--- src/rtl/rr_arb_mux.sv ---
`default_nettype none
// ---------------------------------------------------------------------------
// rr_arb_mux : N-channel round-robin arbiter merging valid/ready streams
//              into one registered output beat.
// Revision   : 1.0
// ---------------------------------------------------------------------------
module rr_arb_mux #(
  parameter int WIDTH = 32,
  parameter int N     = 4,
  parameter int SELW  = $clog2(N)
) (
  input  logic               clk,
  input  logic               reset_n,
  input  logic [N-1:0]       in_valid,
  input  logic [N*WIDTH-1:0] in_data,
  output logic [N-1:0]       in_ready,
  output logic               out_valid,
  output logic [WIDTH-1:0]   out_data,
  output logic [SELW-1:0]    out_sel,
  input  logic               out_ready
);

  localparam logic [SELW-1:0] C_LAST = SELW'(N - 1);

  logic             out_valid_q, out_valid_d;
  logic [WIDTH-1:0] out_data_q,  out_data_d;
  logic [SELW-1:0]  out_sel_q,   out_sel_d;
  logic [SELW-1:0]  ptr_q,       ptr_d;

  logic             w_load;
  logic             w_found;
  logic [SELW-1:0]  w_grant;
  logic [N-1:0]     w_grant_oh;
  logic [WIDTH-1:0] w_grant_data;
  logic             w_xfer;

  assign w_load = !out_valid_q || out_ready;

  // Scan from ptr upward with wraparound; first requester wins.
  always_comb begin
    w_found    = 1'b0;
    w_grant    = '0;
    w_grant_oh = '0;
    for (int k = 0; k < N; k++) begin
      int idx;
      idx = int'(ptr_q) + k;
      if (idx >= N) idx = idx - N;
      if (!w_found && in_valid[idx]) begin
        w_found         = 1'b1;
        w_grant         = SELW'(idx);
        w_grant_oh[idx] = 1'b1;
      end
    end
  end

  // AND-OR data select keeps in_data off every output except through the register.
  always_comb begin
    w_grant_data = '0;
    for (int i = 0; i < N; i++) begin
      w_grant_data = w_grant_data | (in_data[i*WIDTH +: WIDTH] & {WIDTH{w_grant_oh[i]}});
    end
  end

  assign w_xfer   = reset_n && w_load && w_found;
  assign in_ready = w_xfer ? w_grant_oh : '0;

  always_comb begin
    out_valid_d = out_valid_q;
    out_data_d  = out_data_q;
    out_sel_d   = out_sel_q;
    ptr_d       = ptr_q;
    if (w_xfer) begin
      out_valid_d = 1'b1;
      out_data_d  = w_grant_data;
      out_sel_d   = w_grant;
      ptr_d       = (w_grant == C_LAST) ? '0 : w_grant + 1'b1;
    end else if (out_ready) begin
      out_valid_d = 1'b0;
    end
  end

  always_ff @(posedge clk) begin
    if (!reset_n) begin
      out_valid_q <= 1'b0;
      out_data_q  <= '0;
      out_sel_q   <= '0;
      ptr_q       <= '0;
    end else begin
      out_valid_q <= out_valid_d;
      out_data_q  <= out_data_d;
      out_sel_q   <= out_sel_d;
      ptr_q       <= ptr_d;
    end
  end

  assign out_valid = out_valid_q;
  assign out_data  = out_data_q;
  assign out_sel   = out_sel_q;

endmodule
`default_nettype wire
--- config.mk ---
export PLATFORM = sky130hd
export DESIGN_NAME = rr_arb_mux
export DESIGN_NICKNAME = d
export VERILOG_FILES = /design/src/rtl/rr_arb_mux.sv
export SDC_FILE = /design/constraint.sdc
export NUM_CORES = 1
export LEC_CHECK = 0
export CELL_PAD_IN_SITES_DETAIL_PLACEMENT = 1
export CELL_PAD_IN_SITES_GLOBAL_PLACEMENT = 1
export CORE_ASPECT_RATIO = 1.2
export CORE_MARGIN = 4
export CORE_UTILIZATION = 29
export CTS_CLUSTER_DIAMETER = 30
export DETAILED_ROUTE_END_ITERATION = 8
export PLACE_DENSITY = 0.86
export SLEW_MARGIN = 10
export SYNTH_ARGS = -nofsm -noshare
export SYNTH_HDL_FRONTEND = slang
export SYNTH_SLANG_ARGS = --single-unit
--- constraint.sdc ---
create_clock -name clk -period 5.45 [get_ports clk]
set_input_delay 0.8175 -clock clk [delete_from_list [all_inputs] [get_ports clk]]
set_output_delay 0.8175 -clock clk [all_outputs]
set_load 0.1 [all_outputs]
-- Word level (Yosys, flattened, before mapping)
Cells that the tools add are included.
- flip-flop bits (word level): 37
- bits of input ports: 135
- output and inout bits: 39
- logic and storage cells: 90
- $add $sub $neg: 8
- magnitude comparators: 12
- equal/unequal tests: 1
- muxes and demuxes: 40
- bitwise logic cells: 10
- reductions and logical operators: 15
- operator list (operator ; number):
    32-bit bitwise AND ; 4
    32-bit by 1-bit greater-or-equal comparator with 1-bit output (second input constant) ; 4
    32-bit by 4-bit less-than comparator with 1-bit output (second input constant) ; 4
    32-bit two-way mux ; 4
    32-bit bitwise OR ; 3
    4-bit two-way mux ; 5
    1-bit two-way mux ; 18
    4-bit bitwise OR ; 3
    3-bit by 3-bit subtractor with 4-bit output (second input constant) ; 3
    2-bit two-way mux ; 5
    3-bit greater-or-equal comparator (second input constant) ; 3
    1-bit logical AND ; 9
    1-bit binary-select mux with 2-bit select ; 4
    1-bit demux with 2-bit select ; 4
    2-bit by 2-bit adder with 3-bit output (second input constant) ; 2
    1-bit zero test ; 4
    2-bit by 3-bit subtractor with 4-bit output (second input constant) ; 1
    2-bit by 1-bit adder with 3-bit output (second input constant) ; 1
    2-bit by 3-bit greater-or-equal comparator with 1-bit output (second input constant) ; 1
    2-bit by 1-bit adder with 2-bit output (second input constant) ; 1
    2-bit == test (second input constant) ; 1
    2-bit nonzero test ; 1
    1-bit logical OR ; 1

-- Longest topological paths before layout
Gate-level depths: netlist (run 1).
- depth in word-level cells: 19
- mapped depth: 12
- gate-level depth less buffers: 8

-- Worst setup path after synthesis (run 1)
OpenSTA, ideal clock, no wires.
- path kind: register to output
- start point: register (tool-made name)
- end point: output in_ready[2]
- arrival time: 3.688 ns
- required time: 4.633 ns
- setup slack: 0.944 ns
- stages on the path, launching flop included: 13
- buffers on the path: 4
- path through: dfxtp_1 buf_4 buf_4 inv_1 ha_1 buf_6 mux4_2 nor2b_4 a221oi_1 a21oi_2 buf_2 a21oi_1 nor2_1
- RTL lines (item ; RTL line ; text):
    end, declared ; 16 ; output logic [N-1:0] in_ready,

==> impl_metrics.json, run 1 <==
{
  "pwr-share-seq_pct": 14.4,
  "slew_viol_final": 0,
  "synthArstFlopShare_pct": 0,
  "ys.flop_type": "dfxtp_1",
  "p_sw_share_pct": 59.59,
  "pwr-share-comb_pct": 76.4,
  "dp_hpwl_mm": 10.63,
  "ff2ff_setup_slack_ps": 1870,
  "cts_tree": "done",
  "synthCells": 391,
  "setup.worst_path.end_class": "output pin",
  "nNetsFinal": 672,
  "grt_pass1_vias": 4637,
  "avgSynthCellArea_um2": 7.907,
  "wirelength_mm": 15.01,
  "holdWs_ps": 485.0,
  "antenna_found_initial": 0,
  "min_path_type": "register to register",
  "final_hold_viol_count": 0,
  "htree_num_levels": 2,
  "tightest_slew_ps": 1033,
  "max_freq_ghz": 0.2172,
  "synth_warnings": 0,
  "grt_setup_unrepaired": "no",
  "grt_use_met3_pct": 4.083,
  "post-route-period-util_pct": 84.46,
  "synth_edf_count": 0,
  "setup_viol": 0,
  "synth_area_leaders": "dfxtp_1 (24%), a222oi_1 (10%), nand2_1 (8.5%)",
  "outcome": "finished, final reports clean",
  "postLayoutCellArea_um2": 5017,
  "regArea_um2": 740.7,
  "synth_area_um2": 3092,
  "drive_gt1_share_pct": 8.443,
  "drt_iter0_drc": 345,
  "synth_top_area_share_pct": 23.96,
  "synthTopCellsByCount": "nand2_1 (70), a21oi_1 (38), dfxtp_1 (37)",
  "cts_buffer_depth": 2,
  "drc": 0,
  "synth.most_common_cell": "nand2_1",
  "grt_usage_pct": 23.68,
  "coreArea_um2": 10470,
  "ys_ff_latch": 37,
  "setup_tns_ps": 0,
  "synth_nets": 530,
  "die_w_um": 102.3,
  "root_buffer": "clkbuf_16",
  "grtUsageMet2_pct": 43.46,
  "ir_worst_vdd_mv": 0.3937,
  "vias": 4185,
  "required_ps": 4630,
  "area_delta_synth_final_pct": 62.28,
  "fill_cells": 1255,
  "cts_hold_buffers": 0,
  "drv_cap": 0,
  "clkPwrFrac_pct": 9.2,
  "clk_pin_slew_worst_paths_ps": 60,
  "power_density_nw_per_um2": 633.2,
  "fp.dieArea_um2": 12380,
  "power_w": 0.003177,
  "p_int_w": 0.001284,
  "clock_latency_ps": 280,
  "slew_headroom_pct": 30.90,
  "rows": 41,
  "boundaryPins": 174,
  "grt_pass1_wl_mm": 23.42,
  "startpoint_type": "register",
  "synth-seq-area-share_pct": 23.96,
  "grt-busiest-layer": "met2",
  "dpl-instance-area_um2": 4875,
  "p_leak_nw": 1.837,
  "grt-ovfl-total": 0,
  "io_buffer_count": 173,
  "cts_buffers": 5,
  "die_h_um": 121.1,
  "synth.distinct_cells": 40,
  "cts_resized": 0,
  "antenna_cells": 0,
  "crit_type": "register to output pin",
  "grt_start_max_net_pins": 39,
  "routedWlPerCell_um": 22.68,
  "multi_input_area_um2": 2096,
  "cts_setup_buffers": 0,
  "finalCriticalPeriod_ps": 4603,
  "drt_first_pass_iters": 5,
  "via_per_inst": 6.322,
  "fin_worst_skew_ps": 2.160,
  "clkSinkCount": 37,
  "grtUsageMet1_pct": 26.73,
  "critPathArrivalTime_ps": 3790,
  "start_util_pct": 29.54,
  "synth_top_cell_by_area": "dfxtp_1",
  "ant_nets": 0,
  "cp_max_fo": 35,
  "routabilityCongestion": 0.8852,
  "netSwitchingPower_w": 0.001893
}
==> kinds of logic (layout without fill, tap and decap cells) <==
| family | Yosys count | count (layout) | synth area share, % |
|---|---|---|---|
| xor+xnor | 1 | 1 | 0.2833 |
| compound gates | 185 | 185 | 46.42 |
| flops | 37 | 37 | 23.96 |
| buf+inv | 55 | 197 | 8.903 |
| fa+ha+maj | 4 | 4 | 1.619 |
| mux | 13 | 13 | 5.585 |
| simple gates | 96 | 96 | 13.23 |
==> layer usage <==
layer / wire, um / up-vias / part of all wire (%)
met5: 0 / - / 0
met4: 401 / 0 / 2.7
met3: 1229 / 33 / 8.2
met2: 7855 / 232 / 52
met1: 5526 / 2053 / 37
li1: - / 1867 / -
==> cell usage in the layout, fill, tap and decap left out, drive strengths merged, types with 4 or more instances in the layout <==
cell           instances
mux2                   4
a222oi                32
a21oi                 40
buf                   15
nor2                  12
ha                     4
inv                    6
clkdlybuf4s50        169
nand2                 70
a22oi                 32
o21ai                  4
dfxtp                 37
a221oi                35
mux2i                  6
a31oi                 33
clkbuf                 7
==> critical path, cell delays in order (launching register included) <==
cell and delay [ps]:
dfxtp_1 690, inv_1 270, ha_1 500, nor3b_1 210, nor3b_1 180, or2_2 350
a21oi_4 810, and2_1 290, buf_12 180
==> metrics by stage <==
| step | setup slack (ps) | cells | util, % |
|---|---|---|---|
| floorplan | 944.1 | 391 | - |
| finish | 846.8 | 662 | 47.94 |
| global placement | 1237 | 655 | 46.58 |
| CTS | 786.7 | 662 | 47.94 |
| detailed placement | 1102 | 655 | 46.58 |
| global route | 523.0 | 662 | 47.94 |
==> worst paths after layout <==
path	start	to	cells after the start
max	register	in_ready[1]	8
min	out_sel[1]	out_sel[1]	2
max reg2reg	register	out_data[16]	8
min reg2reg	out_sel[1]	out_sel[1]	2
==> power groups by stage <==
stage          combinational (W)  sequential (W)  clock [W]
2_1_floorplan            0.00108         0.00115          0
3_3_place_gp             0.00237        0.000460          0
3_5_place_dp             0.00242        0.000464          0
4_1_cts                  0.00242        0.000459   0.000298
5_1_grt                  0.00257        0.000474   0.000312
6_report                 0.00243        0.000459   0.000292
==> flip-flops by register name, indices dropped and copies added, names as in the netlist, named ones only <==
name       count
out_data      32
out_sel        2
out_valid      1
ptr_q          1
==> final cells by class <==
cell class	instances	share of cell area [%]
Timing Repair Buffer	184	36.96
Sequential cell	37	14.76
Multi-Input combinational cell	299	41.77
Tap cell	129	3.217
Inverter	6	0.4489
Clock buffer	7	2.843
Power figures use the tool's default switching activity.
==> run 2, diff against run 1 <==
--- a/config.mk
+++ b/config.mk
@@ -9,10 +9,10 @@
 export CELL_PAD_IN_SITES_GLOBAL_PLACEMENT = 1
 export CORE_ASPECT_RATIO = 1.2
 export CORE_MARGIN = 4
-export CORE_UTILIZATION = 29
+export CORE_UTILIZATION = 24
 export CTS_CLUSTER_DIAMETER = 30
 export DETAILED_ROUTE_END_ITERATION = 8
-export PLACE_DENSITY = 0.86
+export PLACE_DENSITY = 0.76
 export SLEW_MARGIN = 10
 export SYNTH_ARGS = -nofsm -noshare
 export SYNTH_HDL_FRONTEND = slang
==> constraint.sdc (replaced) <==
create_clock -name clk -period 3.8 [get_ports clk]
set_input_delay 0.57 -clock clk [delete_from_list [all_inputs] [get_ports clk]]
set_output_delay 0.57 -clock clk [all_outputs]
set_load 0.1 [all_outputs]
==> run 2 against run 1 <==
Net effect:
- global-route usage fell by 3.1 points
- first-iteration DRC count fell by 5.5%
- critical path depth did not move
- cell area rose by 2.1%
- flip-flop and latch count did not move
- die area rose by 19%
- sequential power rose by 38%
- register-to-register slack got worse by 1200 ps
- via count fell by 0.33%
- sequential share of layout area fell by 0.28 points
- utilization fell by 7.3 points
- critical endpoint is now in_ready[2]
- highest routed layer unchanged
==> impl_metrics.json, run 2 (synthesized netlist as in run 1, its figures left out) <==
{
  "antenna_found_initial": 0,
  "grtUsageMet2_pct": 38.23,
  "max_freq_ghz": 0.2845,
  "final_hold_viol_count": 0,
  "r2r-start": "ptr_q[1]",
  "grt_usage_pct": 20.54,
  "coreArea_um2": 12610,
  "post-place-cells": 696,
  "worst_slack_ps": 284.7,
  "multi_input_area_um2": 2111,
  "outcome": "finished, final reports clean",
  "instances_no_fill": 703,
  "ant_nets": 0,
  "power_density_nw_per_um2": 907.7,
  "startpoint_type": "register",
  "regArea_um2": 742.0,
  "path_cells": "inv_1, ha_1, mux4_2, a221oi_1, a21oi_4, a21oi_1, nor2_2, buf_12",
  "worst_r2r_path_depth": 8,
  "dpl-instance-area_um2": 4979,
  "boundaryPins": 174,
  "crit_type": "register to output pin",
  "io_buffer_count": 173,
  "rows": 45,
  "cp_max_fo": 10,
  "mostFrequentLayoutCell": "clkdlybuf4s50_1",
  "ff2ff_setup_slack_ps": 700,
  "clock_latency_ps": 280,
  "wirelength_mm": 15.69,
  "drt_iter0_drc": 326,
  "finalCriticalPeriod_ps": 3515,
  "mostFrequentLayoutCells": "clkdlybuf4s50_1 (169), nand2_1 (70), a21oi_1 (38)",
  "via_per_inst": 5.933,
  "slowest_delay_ps": 660,
  "postLayoutCellArea_um2": 5122,
  "critPathArrivalTime_ps": 2950,
  "die_w_um": 111.6,
  "ir_worst_vdd_mv": 0.5704,
  "grtUsageMet1_pct": 23.68,
  "setup.worst_path.end_class": "output pin",
  "slew_headroom_pct": 31.41,
  "grt-ovfl-total": 0,
  "drc": 0,
  "htree_num_levels": 2,
  "setup_tns_ps": 0,
  "drive_gt1_share_pct": 10.20,
  "p_leak_nw": 1.867,
  "drt_first_pass_iters": 6,
  "start_util_pct": 24.51,
  "cts_resized": 0,
  "fin_worst_skew_ps": 3.328,
  "crit_slowest_cell": "mux4_2",
  "dp_hpwl_mm": 10.91,
  "hold_start": "out_sel[1]",
  "grt_pass1_vias": 4490,
  "power_w": 0.004650,
  "grt_start_max_net_pins": 37,
  "setup_viol": 0,
  "largest_reg_flops": 32,
  "grt_pass1_wl_mm": 24.78,
  "cts_buffer_depth": 2,
  "holdPathEnd": "out_sel[1]",
  "routedWlPerCell_um": 22.31,
  "clk_pin_slew_worst_paths_ps": 60,
  "required_ps": 3230,
  "fp.dieArea_um2": 14770,
  "cts_hold_buffers": 0,
  "min_path_type": "register to register",
  "grt_use_met3_pct": 3.949,
  "post-route-period-util_pct": 92.51,
  "die_h_um": 132.3,
  "drv_cap": 0,
  "slew_viol_final": 0,
  "antenna_cells": 0,
  "tightest_slew_ps": 1026,
  "cts_buffers": 5,
  "root_buffer": "clkbuf_16",
  "routabilityCongestion": 0.9101,
  "place_ws_ps": 422.3,
  "grt_setup_unrepaired": "no",
  "nNetsFinal": 678,
  "area_delta_synth_final_pct": 65.68,
  "cts_setup_buffers": 0,
  "fill_cells": 1503,
  "grt-busiest-layer": "met2",
  "vias": 4171,
  "reg2reg_to": "out_data[11]",
  "min_path_cells": 2,
  "cts_tree": "done",
  "clkSinkCount": 37
}
[run 2: cell count changes in the layout (fill, tap and decap cells not counted), sizes merged]
cell / delta
buf: +6
[run 2: worst max-delay path by stage]
stage	from	end	slack [ps]	cells past startpoint
4_1_cts	ptr_q[1]	in_ready[2]	80	8
2_1_floorplan	register	in_ready[2]	-4	12
3_5_place_dp	ptr_q[1]	in_ready[2]	420	8
3_3_place_gp	ptr_q[1]	in_ready[2]	540	8
6_report	ptr_q[1]	in_ready[2]	280	8
5_1_grt	ptr_q[1]	in_ready[2]	80	8
[run 2: metal layers]
layer / part of all wire (%) / vias to the layer above
met3: 5.7 / 26
met4: 2.0 / 0
met2: 53 / 162
met1: 39 / 2099
li1: - / 1884
met5: 0 / -
[run 2: layout make-up]
type,instances,share of cell area [%]
clock buffer,7,2.785
inverter,6,0.4397
multi-input combinational,299,41.21
sequential,37,14.48
tap,164,4.006
timing repair buffer,190,37.08
[run 2: where the power goes]
part	total (W)	leakage (nW)	switching, W	internal [W]
sequential	0.000634	0.311	0.0000905	0.000544
clock	0.000427	0.0700	0.000169	0.000258
combinational	0.00359	1.49	0.00252	0.00107
total	0.00465	1.87	0.00277	0.00187
[run 2: critical path: cells and delay by family, from the launching register on]
family | cells | cell delay [ps]
AOI/OAI and AO/OA | 3 | 720
muxes | 1 | 660
adders and majority gates | 1 | 480
DFF | 1 | 470
buffers and inverters | 2 | 270
and+or+nand+nor | 1 | 70
[run 2: stage by stage]
step / utilization [%] / hold WS, ps
4_1_cts: 40.61 / 471.0
6_report: 40.62 / 465.1
2_1_floorplan: - / 648.9
3_5_place_dp: 39.47 / 456.4
3_3_place_gp: 39.47 / 453.0
5_1_grt: 40.62 / 507.5
==> run 3, diff against run 2 <==
--- a/config.mk
+++ b/config.mk
@@ -12,6 +12,7 @@
 export CORE_UTILIZATION = 24
 export CTS_CLUSTER_DIAMETER = 30
 export DETAILED_ROUTE_END_ITERATION = 8
+export GPL_ROUTABILITY_DRIVEN = 0
 export PLACE_DENSITY = 0.76
 export SLEW_MARGIN = 10
 export SYNTH_ARGS = -nofsm -noshare
==> results of run 3 <==
The final DEF is identical to that of run 2; final timing and power are the same.
